$ cat config.mk
export PLATFORM = sky130hd
export DESIGN_NAME = hazard_ctrl
export DESIGN_NICKNAME = d
export VERILOG_FILES = /design/src/rtl/hazard_ctrl.sv
export SDC_FILE = /design/constraint.sdc
export NUM_CORES = 1
export LEC_CHECK = 0
export ABC_CLOCK_PERIOD_IN_PS = 5350
export BUFFER_PORTS_ARGS = -buffer_cell sky130_fd_sc_hd__buf_2
export CAP_MARGIN = 10
export CORE_ASPECT_RATIO = 0.8
export CORE_MARGIN = 2
export CORE_UTILIZATION = 56
export CTS_CLUSTER_SIZE = 20
export DETAILED_ROUTE_END_ITERATION = 7
export GPL_ROUTABILITY_DRIVEN = 0
export PLACE_DENSITY = 0.84
export SYNTH_ARGS = -nofsm -noshare
export SYNTH_HDL_FRONTEND = slang
export SYNTH_SLANG_ARGS = --single-unit
$ cat constraint.sdc
create_clock -name clk -period 5.35 [get_ports clk]
set_clock_uncertainty 0.2 [all_clocks]
set_input_delay 1.605 -clock clk [delete_from_list [all_inputs] [get_ports clk]]
set_output_delay 1.605 -clock clk [all_outputs]
set_load 0.1 [all_outputs]
$ cat src/rtl/hazard_ctrl.sv
// Pipeline hazard controller: per-stage scoreboard from EX to RW driving operand
// forwarding selects, load-use stalls, branch flushes and saturating event counters.
module hazard_ctrl #(
  parameter int DEPTH    = 3,
  parameter int REG_AW   = 4,
  parameter int LD_STAGE = 2,
  parameter int CNT_W    = 16,
  parameter int FS_W     = $clog2(DEPTH + 1)
) (
  input  logic              clk,
  input  logic              rst,
  input  logic              of_valid,
  input  logic [REG_AW-1:0] of_rs1,
  input  logic [REG_AW-1:0] of_rs2,
  input  logic              of_use_rs1,
  input  logic              of_use_rs2,
  input  logic [REG_AW-1:0] of_rd,
  input  logic              of_wb,
  input  logic              of_ld,
  input  logic              isBranchtaken,
  output logic              stall,
  output logic              flush,
  output logic [FS_W-1:0]   fwd_sel1,
  output logic [FS_W-1:0]   fwd_sel2,
  output logic [DEPTH-1:0]  stage_valid,
  output logic [CNT_W-1:0]  stall_cnt,
  output logic [CNT_W-1:0]  flush_cnt
);

  logic [DEPTH:1]    v_q, v_d;
  logic [DEPTH:1]    wb_q, ld_q;
  logic [REG_AW-1:0] rd_q [1:DEPTH];
  logic [CNT_W-1:0]  stall_cnt_q, stall_cnt_d;
  logic [CNT_W-1:0]  flush_cnt_q, flush_cnt_d;

  logic [FS_W-1:0]   sel1, sel2;
  logic              ld1, ld2, haz1, haz2;
  logic              stall_w, flush_w;

  function automatic logic [CNT_W-1:0] sat_inc(input logic [CNT_W-1:0] c);
    return (&c) ? c : c + CNT_W'(1);
  endfunction

  // Scan from the oldest stage down so the nearest (youngest) writer is kept last.
  always_comb begin
    sel1 = '0;
    sel2 = '0;
    ld1  = 1'b0;
    ld2  = 1'b0;
    for (int k = DEPTH; k >= 1; k--) begin
      if (v_q[k] && wb_q[k] && of_use_rs1 && (rd_q[k] == of_rs1)) begin
        sel1 = FS_W'(k);
        ld1  = ld_q[k];
      end
      if (v_q[k] && wb_q[k] && of_use_rs2 && (rd_q[k] == of_rs2)) begin
        sel2 = FS_W'(k);
        ld2  = ld_q[k];
      end
    end
  end

  assign haz1    = ld1 && (int'(sel1) < LD_STAGE);
  assign haz2    = ld2 && (int'(sel2) < LD_STAGE);
  assign flush_w = ~rst & isBranchtaken & v_q[1];
  assign stall_w = ~rst & ~flush_w & of_valid & (haz1 | haz2);

  assign stall       = stall_w;
  assign flush       = flush_w;
  assign fwd_sel1    = (rst | flush_w | stall_w | haz1) ? '0 : sel1;
  assign fwd_sel2    = (rst | flush_w | stall_w | haz2) ? '0 : sel2;
  assign stage_valid = rst ? '0 : v_q;
  assign stall_cnt   = stall_cnt_q;
  assign flush_cnt   = flush_cnt_q;

  always_comb begin
    v_d         = {v_q[DEPTH-1:1], of_valid & ~stall_w & ~flush_w};
    stall_cnt_d = stall_w ? sat_inc(stall_cnt_q) : stall_cnt_q;
    flush_cnt_d = flush_w ? sat_inc(flush_cnt_q) : flush_cnt_q;
  end

  always_ff @(posedge clk) begin
    if (rst) begin
      v_q         <= '0;
      stall_cnt_q <= '0;
      flush_cnt_q <= '0;
    end else begin
      v_q         <= v_d;
      stall_cnt_q <= stall_cnt_d;
      flush_cnt_q <= flush_cnt_d;
    end
  end

  // Entry payload needs no reset: it is ignored whenever its valid bit is clear.
  always_ff @(posedge clk) begin
    rd_q[1] <= of_rd;
    wb_q[1] <= of_wb;
    ld_q[1] <= of_ld;
    for (int k = 2; k <= DEPTH; k++) begin
      rd_q[k] <= rd_q[k-1];
      wb_q[k] <= wb_q[k-1];
      ld_q[k] <= ld_q[k-1];
    end
  end

endmodule

-- Word level (Yosys, flattened, before mapping)
Memory sizes are Yosys's and may differ from the RTL's.
Cells that the tools add are included.
- word-level logic and storage cells: 69
- memories: 1
- bits in registers: 41
- memory bits (writable): 12
- input bits: 20
- memory list (memory ; depth ; bits a word ; read ports ; clocked after memory_dff ; wr ports ; RTL line ; text):
    rd_q ; 3 ; 4 ; 3 ; 0 ; 3 ; 32 ; logic [REG_AW-1:0] rd_q [1:DEPTH];
- muxes and demuxes: 15
- equal/unequal tests: 6
- bitwise logic cells: 17
- reductions and logical operators: 21
- add/subtract/negate cells: 2
- $lt $le $gt $ge: 2
- operators by type and width (operator ; count):
    adder 16 x 1 -> 16 bit (second input constant) ; 2
    AND reduction 16 bit ; 2
    equality test 4 bit ; 6
    logical AND 1 bit ; 17
    two-way mux 2 bit ; 8
    bitwise AND 1 bit ; 7
    two-way mux 1 bit ; 6
    NOT 1 bit ; 5
    OR 1 bit ; 5
    < comparator 2 bit (second input constant) ; 2
    AND reduction 2 bit ; 2
    two-way mux 3 bit ; 1

-- Longest topological paths before layout
- depth after elaboration: 13
- mapped depth: 8
- gate-level depth less buffers: 7

-- Least setup slack after synthesis
Ideal clock, no wire load.
- path type: input port to output port
- from: input port of_rs1[2]
- to: output port fwd_sel1[1]
- stages: 3
- setup slack: -1009 ps
- data arrival time: 4554 ps
- buffers on the path: 0
- cell sequence: xor2_1 > or4_1 > a211oi_1
- word-level cells in the longest chain between the ends: 12
- elaborated cells between the ends (all ways): 19
- RTL lines (item ; RTL line ; text):
    start, declared ; 13 ; input logic [REG_AW-1:0] of_rs1,
    equality test 4 bit ; 51 ; if (v_q[k] && wb_q[k] && of_use_rs1 && (rd_q[k] == of_rs1)) begin
    logical AND 1 bit ; 51 ;
    two-way mux 2 bit (3 in a row) ; 51 ;
    < comparator 2 bit ; 62 ; assign haz1 = ld1 && (int'(sel1) < LD_STAGE);
    logical AND 1 bit ; 62 ;
    OR 1 bit ; 65 ; assign stall_w = ~rst & ~flush_w & of_valid & (haz1 | haz2);
    bitwise AND 1 bit ; 65 ;
    OR 1 bit (2 in a row) ; 69 ; assign fwd_sel1 = (rst | flush_w | stall_w | haz1) ? '0 : sel1;
    two-way mux 2 bit * ; 69 ;
    end, declared ; 23 ; output logic [FS_W-1:0] fwd_sel1,
Every way passes the cells marked *; elsewhere a longest branch is shown, timed or not.

-- Final worst setup path
- from: input port of_rs1[1]
- to: output port fwd_sel1[0]
Same word-level chain as after synthesis.

==> metrics.txt <==
largest cells by area after synthesis dfxtp_1, xor2_1, xnor2_1, nor2_1, nand3_1; Die Y 61.7 um; chip width 76.1 um; total gr overflow 0; PortBufs 60; CTS tree built; Core ar. 3900 um2; adder-cell share of the synthesized area 1.07%; maxcap violations 0; startpoint types input port; endpoints failing setup 0; Peak Freq 199 MHz; YS warnings 0; largest net degree at the start of global routing 41; Yosys top cell area share 43.8%; sequential-to-total area share from yosys stat 43.8%; Worst EP arrival 3220 ps; M1 GR Usage 29.4%; met3 Track Usage GR 5.35%; fraction of layout cells with a size suffix above 1 26.0%; Setup Fix Bufs, Post-CTS 0; vias in the first global route 1822; Seq cells post-synth 51; Final WS setup 329 ps; CP Data Required Time 3550 ps; Final min period 5020 ps; Inserted Clock Buffers 5; final hold vios 0; Die ar. 4700 um2; number of iterations in the first detailed-routing pass 4; met2 usage in global routing 35.8%; Post-Route Utilization 72.8%; leak pwr 1.18 nW; IO Pins 61; area grow syn2layout 21.9%; Yosys top cell by area dfxtp_1; total power 0.719 mW; # nets final 348; most frequent cells in the layout buf_2, dfxtp_1, nor2_1; initial antenna violation count 0; final WL 4980 um; Max FO, Critical Path 3; CTS sink cnt 51; library cells used by synthesis 34; commonest non-fill, non-tap cell in the layout buf_2; RSZ-0062 raised after global routing no; clock transition at the registers of the reported paths 80 ps; clk_lat worst skew 300 ps; synthesized area 2330 um2; Initial Util 59.7%; post-DR wirelength/cell 13.0 um; fin. max-slew vios 0; Slew headroom 67.1%; Setup WS pre-CTS 334 ps; site row count 20; post-DP HPWL 3760 um; first-pass GRT wire length 8250 um; Hold Path Class register to register; Synth Area per Inst 8.89 um2; post-synthesis compound-gate area fraction 5.21%; Via density 5.36; Post-Synth XOR/XNOR Area 17.7%; Max IR drop VDD 0.210 mV; Post-DRT Antenna Nets 0; Post-Synth Simple-Gate Area 30.3%; CTS Hold Buffers Added 0; clock buffer depth 2; vias 2049; # placed instances 374; Setup CP Type input port to primary output; PostCTS Resize Cnt 0; CTS root buf clkbuf_8; main combinational cell family by area after synthesis simple AND/OR/NAND/NOR gates; Iter 0 DRT Violations 82; GR peak layer met2; drt drc 0; GRT Util Overall 22.1%; Max H-tree Level 2; period utilisation layout 93.9%; Cell Pwr Density 253 nW/um2; crit path capture type primary output; Synthesized Nets 284; Antenna diodes 0; Least-Margin Pin Slew 497 ps; Syn Inst Count 262; multiplexer area fraction after synthesis 0.859%; Non-Filler Instances 382; status finished, final reports clean
registers in the layout, indices dropped and copies added (netlist names):
| register | flops |
|---|---|
| v_q | 3 |
| flush_cnt | 16 |
| stall_cnt | 16 |
| ld_q | 1 |
| rd_q | 12 |
| wb_q | 3 |
synth_stat cells:
| master | instances |
|---|---|
| or4_4 | 2 |
| buf_2 | 2 |
| and3_1 | 5 |
| and4_1 | 1 |
| o21ai_4 | 1 |
| nand4b_1 | 1 |
| nor4_1 | 5 |
| xnor2_1 | 23 |
| nor3b_1 | 1 |
| o21ai_0 | 5 |
| clkbuf_1 | 4 |
| nand4_1 | 13 |
| nor3b_2 | 1 |
| dfxtp_1 | 51 |
| nand2_1 | 20 |
| nand3_1 | 18 |
| a211oi_1 | 1 |
| mux2i_1 | 2 |
| nor2b_1 | 6 |
| or2_2 | 2 |
| xor2_1 | 24 |
| nand2_2 | 1 |
| nor2_1 | 39 |
| ha_1 | 2 |
| nand3b_2 | 1 |
| o211a_1 | 1 |
| nand4_2 | 1 |
| and2_1 | 1 |
| or4_1 | 3 |
| nand3_2 | 1 |
| or3_1 | 5 |
| a21oi_1 | 10 |
| nor3_1 | 8 |
| o22ai_2 | 1 |
critical path: stages:
cell,delay [ps]
buf_2,130
xnor2_1,150
nand4_1,110
or4_1,450
nor3b_1,200
o211a_1,160
buf_2,420
path summary, 6_finish.rpt:
kind                  endpoint         start  depth (start not counted)  slack [ps]
setup / recovery   fwd_sel1[0]     of_rs1[1]                          7         330
hold / removal         wb_q[3]       wb_q[2]                          0         180
setup reg to reg  flush_cnt[5]  flush_cnt[0]                          7        3170
hold reg to reg        wb_q[3]       wb_q[2]                          0         180
power by group:
| part | internal, mW | switching [mW] |
|---|---|---|
| clock network | 0.151 | 0.120 |
| logic | 0.0191 | 0.0323 |
| registers | 0.387 | 0.00875 |
through the flow:
step	hold slack, ps	setup TNS [ps]	area [um2]
detailed placement	167	0	2720
global route	193	0	2840
finish	180	0	2840
CTS	180	0	2840
floorplan	152	-59.3	2340
global placement	170	0	2720
routing by layer:
| metal | wire, um | vias to the layer above | part of all wire, % |
|---|---|---|---|
| met3 | 294 | 9 | 5.9 |
| li1 | - | 1032 | - |
| met4 | 93 | 0 | 1.9 |
| met2 | 2150 | 63 | 43 |
| met1 | 2440 | 945 | 49 |
| met5 | 0 | - | 0 |
kinds of logic (layout without fill, tap and decap cells):
logic type               Yosys count  count (layout)
XOR/XNOR                          47              47
flip-flops                        51              51
multiplexers                       2               2
buffers and inverters              6              71
AND/OR/NAND/NOR                  135             135
adder cells (fa/ha/maj)            2               2
AO/OA/AOI/OAI                     19              19
area by class of cell:
type,instances,area (um2)
repair buffers,63,338
flip-flops and latches,51,1020
fillers,318,1060
multi-input cells,205,1290
clock inverters,2,35.0
clock buffers,6,82.6
well taps,55,68.8
No activity file was read; power rests on OpenSTA's default activity.
